===== config.mk =====
export PLATFORM = sky130hd
export DESIGN_NAME = pipe_barrel_shifter
export DESIGN_NICKNAME = d
export VERILOG_FILES = /design/src/rtl/pipe_barrel_shifter.sv
export SDC_FILE = /design/constraint.sdc
export NUM_CORES = 1
export LEC_CHECK = 0
export BUFFER_PORTS_ARGS = -buffer_cell sky130_fd_sc_hd__buf_2
export CAP_MARGIN = 20
export CELL_PAD_IN_SITES_DETAIL_PLACEMENT = 1
export CELL_PAD_IN_SITES_GLOBAL_PLACEMENT = 1
export CORE_MARGIN = 1.5
export CORE_UTILIZATION = 44
export CTS_BUF_LIST = sky130_fd_sc_hd__clkbuf_8 sky130_fd_sc_hd__clkbuf_16
export CTS_CLUSTER_DIAMETER = 60
export DETAILED_ROUTE_END_ITERATION = 6
export PLACE_DENSITY_LB_ADDON = 0.1
export SYNTH_ARGS = -nofsm -noshare
export SYNTH_HDL_FRONTEND = slang
export SYNTH_SLANG_ARGS = --single-unit

===== constraint.sdc =====
create_clock -name clk -period 1.5 [get_ports clk]
set_input_delay 0.225 -clock clk [delete_from_list [all_inputs] [get_ports clk]]
set_output_delay 0.225 -clock clk [all_outputs]
set_load 0.005 [all_outputs]

===== src/rtl/pipe_barrel_shifter.sv =====
// Pipelined barrel shifter/rotator. Each register stage applies one power-of-two step.
// A valid/ready handshake with a combinational ready chain allows one word per cycle.
module pipe_barrel_shifter #(
    parameter int WIDTH = 8,
    parameter int SHW   = $clog2(WIDTH)
) (
    input  logic             clk,
    input  logic             rst,
    input  logic             in_valid,
    output logic             in_ready,
    input  logic [WIDTH-1:0] in_data,
    input  logic [SHW-1:0]   in_amt,
    input  logic [1:0]       in_mode,
    output logic             out_valid,
    input  logic             out_ready,
    output logic [WIDTH-1:0] out_data
);

    localparam logic [1:0] MODE_ROL = 2'b00;
    localparam logic [1:0] MODE_ROR = 2'b01;
    localparam logic [1:0] MODE_SHL = 2'b10;

    // One 2^k step. SAR fills from the current top bit, which stays equal to the original sign.
    function automatic logic [WIDTH-1:0] shift_step(input logic [WIDTH-1:0] d,
                                                    input logic [1:0]       mode,
                                                    input int               k);
        int               s;
        logic [WIDTH-1:0] q;
        s = 1 << k;
        case (mode)
            MODE_ROL: q = (d << s) | (d >> (WIDTH - s));
            MODE_ROR: q = (d >> s) | (d << (WIDTH - s));
            MODE_SHL: q = d << s;
            default:  q = $unsigned($signed(d) >>> s);
        endcase
        return q;
    endfunction

    logic [SHW-1:0]   v;
    logic [SHW-1:0]   adv;
    logic [WIDTH-1:0] data_q [SHW];
    logic [SHW-1:0]   amt_q  [SHW];
    logic [1:0]       mode_q [SHW];

    for (genvar k = 0; k < SHW; k++) begin : g_stage
        logic             up_v;
        logic [WIDTH-1:0] up_d;
        logic [SHW-1:0]   up_a;
        logic [1:0]       up_m;

        if (k == 0) begin : g_src
            assign up_v = in_valid;
            assign up_d = in_data;
            assign up_a = in_amt;
            assign up_m = in_mode;
        end else begin : g_src
            assign up_v = v[k-1];
            assign up_d = data_q[k-1];
            assign up_a = amt_q[k-1];
            assign up_m = mode_q[k-1];
        end

        // A stage may move when the output drains or any slot at or after it is empty.
        assign adv[k] = out_ready | ~(&v[SHW-1:k]);

        always_ff @(posedge clk) begin
            if (rst) begin
                v[k]      <= 1'b0;
                data_q[k] <= '0;
                amt_q[k]  <= '0;
                mode_q[k] <= '0;
            end else if (adv[k]) begin
                v[k]      <= up_v;
                data_q[k] <= up_a[k] ? shift_step(up_d, up_m, k) : up_d;
                amt_q[k]  <= up_a;
                mode_q[k] <= up_m;
            end
        end
    end

    assign in_ready  = adv[0] & ~rst;
    assign out_valid = v[SHW-1];
    assign out_data  = data_q[SHW-1];

endmodule


==> results.json <==
{
  "status": "finished, final reports clean",
  "fin_total_pwr_mw": 1.989,
  "synthTopCellsByArea": "edfxtp_1, mux2i_1, a211oi_2",
  "die_w_microns": 66.50,
  "async_reset_ff_share_pct": 0,
  "drc": 0,
  "path_class": "register to output port",
  "timing.setup.tns_ps": 0,
  "p_leak_nw": 0.8391,
  "seqCellArea_sq_um": 992.2,
  "synth_edf_count": 31,
  "via_count": 1225,
  "holdWs_ps": 148.7,
  "hold_class": "input port to register",
  "cp-end-kind": "output port",
  "grt_max_degree": 17,
  "layout-drive-gt1-share_pct": 31.15,
  "crit_path_max_fanout": 5,
  "cts_tree": "done",
  "finalCritPeriodShare_pct": 95.47,
  "cts_buffers": 5,
  "rsz0062_at_grt": "false",
  "clock_skew_ps": 5.528,
  "synth_cells": 151,
  "yosysTopAreaCellShare_pct": 52.47,
  "ys_top_cells_by_count": "edfxtp_1, nor2_1, a21oi_1, mux2i_1",
  "post_dp_cell_area_sq_um": 1951,
  "hpwl_mm": 2.452,
  "vias_per_cell": 5.303,
  "die_h_microns": 66.50,
  "max-vdd-ir-drop_mv": 0.4491,
  "fin_nets": 199,
  "avgSynthCellArea_sq_um": 11.75,
  "drt-total-wl_mm": 3.169,
  "clk_pin_slew_ps": 60,
  "worst_slew_pin_slew_ps": 485.5,
  "dp_slack_ps": 107.6,
  "max-slew-margin-rel_pct": 67.63,
  "area_delta_synth_final_pct": 16.71,
  "hold_violations": 0,
  "maxSlewViolCount": 0,
  "startpoint_type": "register",
  "postRouteAntennaNets": 0,
  "port_buffers": 26,
  "insertion_delay_ps": 280,
  "initial_utilization_pct": 47.05,
  "core_sq_um": 3771,
  "critPathRequiredTime_ps": 1270,
  "yosysMostFrequentCell": "edfxtp_1",
  "grt-ovfl-total": 0,
  "dieArea_sq_um": 4422,
  "wl_per_cell_microns": 13.72,
  "postLayoutCoreUtil_pct": 54.91,
  "critical_path_arrival_ps": 1210,
  "fillers": 403,
  "root_buffer": "clkbuf_8",
  "drt_first_pass_iters": 4,
  "synth_warnings": 0,
  "synth_ff_type": "edfxtp_1",
  "yosysTopAreaCell": "edfxtp_1",
  "p_per_area_nw_per_um2": 960.5,
  "track_usage_pct": 16.78,
  "place_inst": 219,
  "gp_congestion": 0.8911,
  "setup_ws_ps": 67.97,
  "synth_cell_type_count": 30,
  "ctsHoldBuffers": 0,
  "cts_max_level": 2,
  "ys_seq_area_share_pct": 55.85,
  "rows": 22,
  "first_iter_violations": 19,
  "numClockSinks": 34,
  "drv_cap": 0,
  "multiInputGateArea_sq_um": 704.4,
  "mappedNetlistNets": 168,
  "top_level_ports": 27,
  "fin_cells": 231,
  "grt_pass1_wl_mm": 5.451,
  "antenna_found_initial": 0,
  "fin_crit_ps": 1432,
  "synthesis.area_sq_um": 1774,
  "antenna_cells": 0,
  "design_area_sq_um": 2071,
  "synth-seq-cells": 34,
  "setup_violations": 0,
  "max_freq_mhz": 698.3,
  "rrSetupSlack_ps": 90,
  "cts_buffer_depth": 2,
  "grt_pass1_vias": 1249
}
-- logic make-up (layout without fill, tap and decap cells) --
| kind of cell | count (synthesis) | after routing | synth area share (%) |
|---|---|---|---|
| multiplexers | 12 | 12 | 6.770 |
| buffers and inverters | 12 | 44 | 4.513 |
| AO/OA/AOI/OAI | 38 | 38 | 16.71 |
| AND/OR/NAND/NOR | 55 | 55 | 16.15 |
| flip-flops | 34 | 34 | 55.85 |
-- critical path: stages (launching register included) --
cell and delay [ps]:
dfxtp_1 310, and3b_2 240, a21o_1 210, inv_2 80, buf_6 90
-- report_power, final --
part,internal [mW],total [mW],switching (mW)
clock network,0.311,0.614,0.303
registers,1.10,1.14,0.0471
logic,0.119,0.230,0.111
total,1.53,1.99,0.461
-- repair_timing --
item                                    in CTS  in global routing
endpoints found under the setup margin       1                  2
buffers inserted                             1                  3
pin swaps                                    1                  2
gates resized for setup                      1                  2
-- area by class of cell --
cell class | count | area share, %
well taps | 48 | 2.900
multi-input cells | 105 | 34.02
inverters | 1 | 0.1813
clock inverters | 3 | 0.6042
repair buffers | 35 | 11.06
clock buffers | 5 | 3.323
flip-flops and latches | 34 | 47.92
-- final timing paths --
path | startpoint | endpoint | depth (start not counted)
setup reg to reg | g_stage[2].up_v | data_q[1][2] | 5
hold / removal | in_valid | g_stage[1].up_v | 3
hold reg to reg | g_stage[2].up_v | out_valid | 2
setup / recovery | g_stage[2].up_v | in_ready | 4
-- cell usage in the layout (no fill, tap or decap), types with 7 or more instances in the layout --
cell type,n
nor2_1,23
mux2i_1,12
and2_1,7
a211oi_1,9
edfxtp_1,31
a211oi_2,9
buf_4,7
nand2b_1,9
a21oi_1,12
buf_2,25
-- registers in the layout, summed over array words and instances (netlist names) --
register,flops
out_valid,1
amt_q,3
data_q,24
g_stage.up_v,2
mode_q,4
-- routing by layer --
metal / global-route usage, % / up-vias / share of wire (%)
li1: - / 619 / -
met1: 16.17 / 567 / 39
met2: 31.37 / 32 / 54
met3: 5.068 / 7 / 4.4
met4: 9.184 / 0 / 2.1
met5: 0 / - / 0
(Power assumes the default switching activity.)
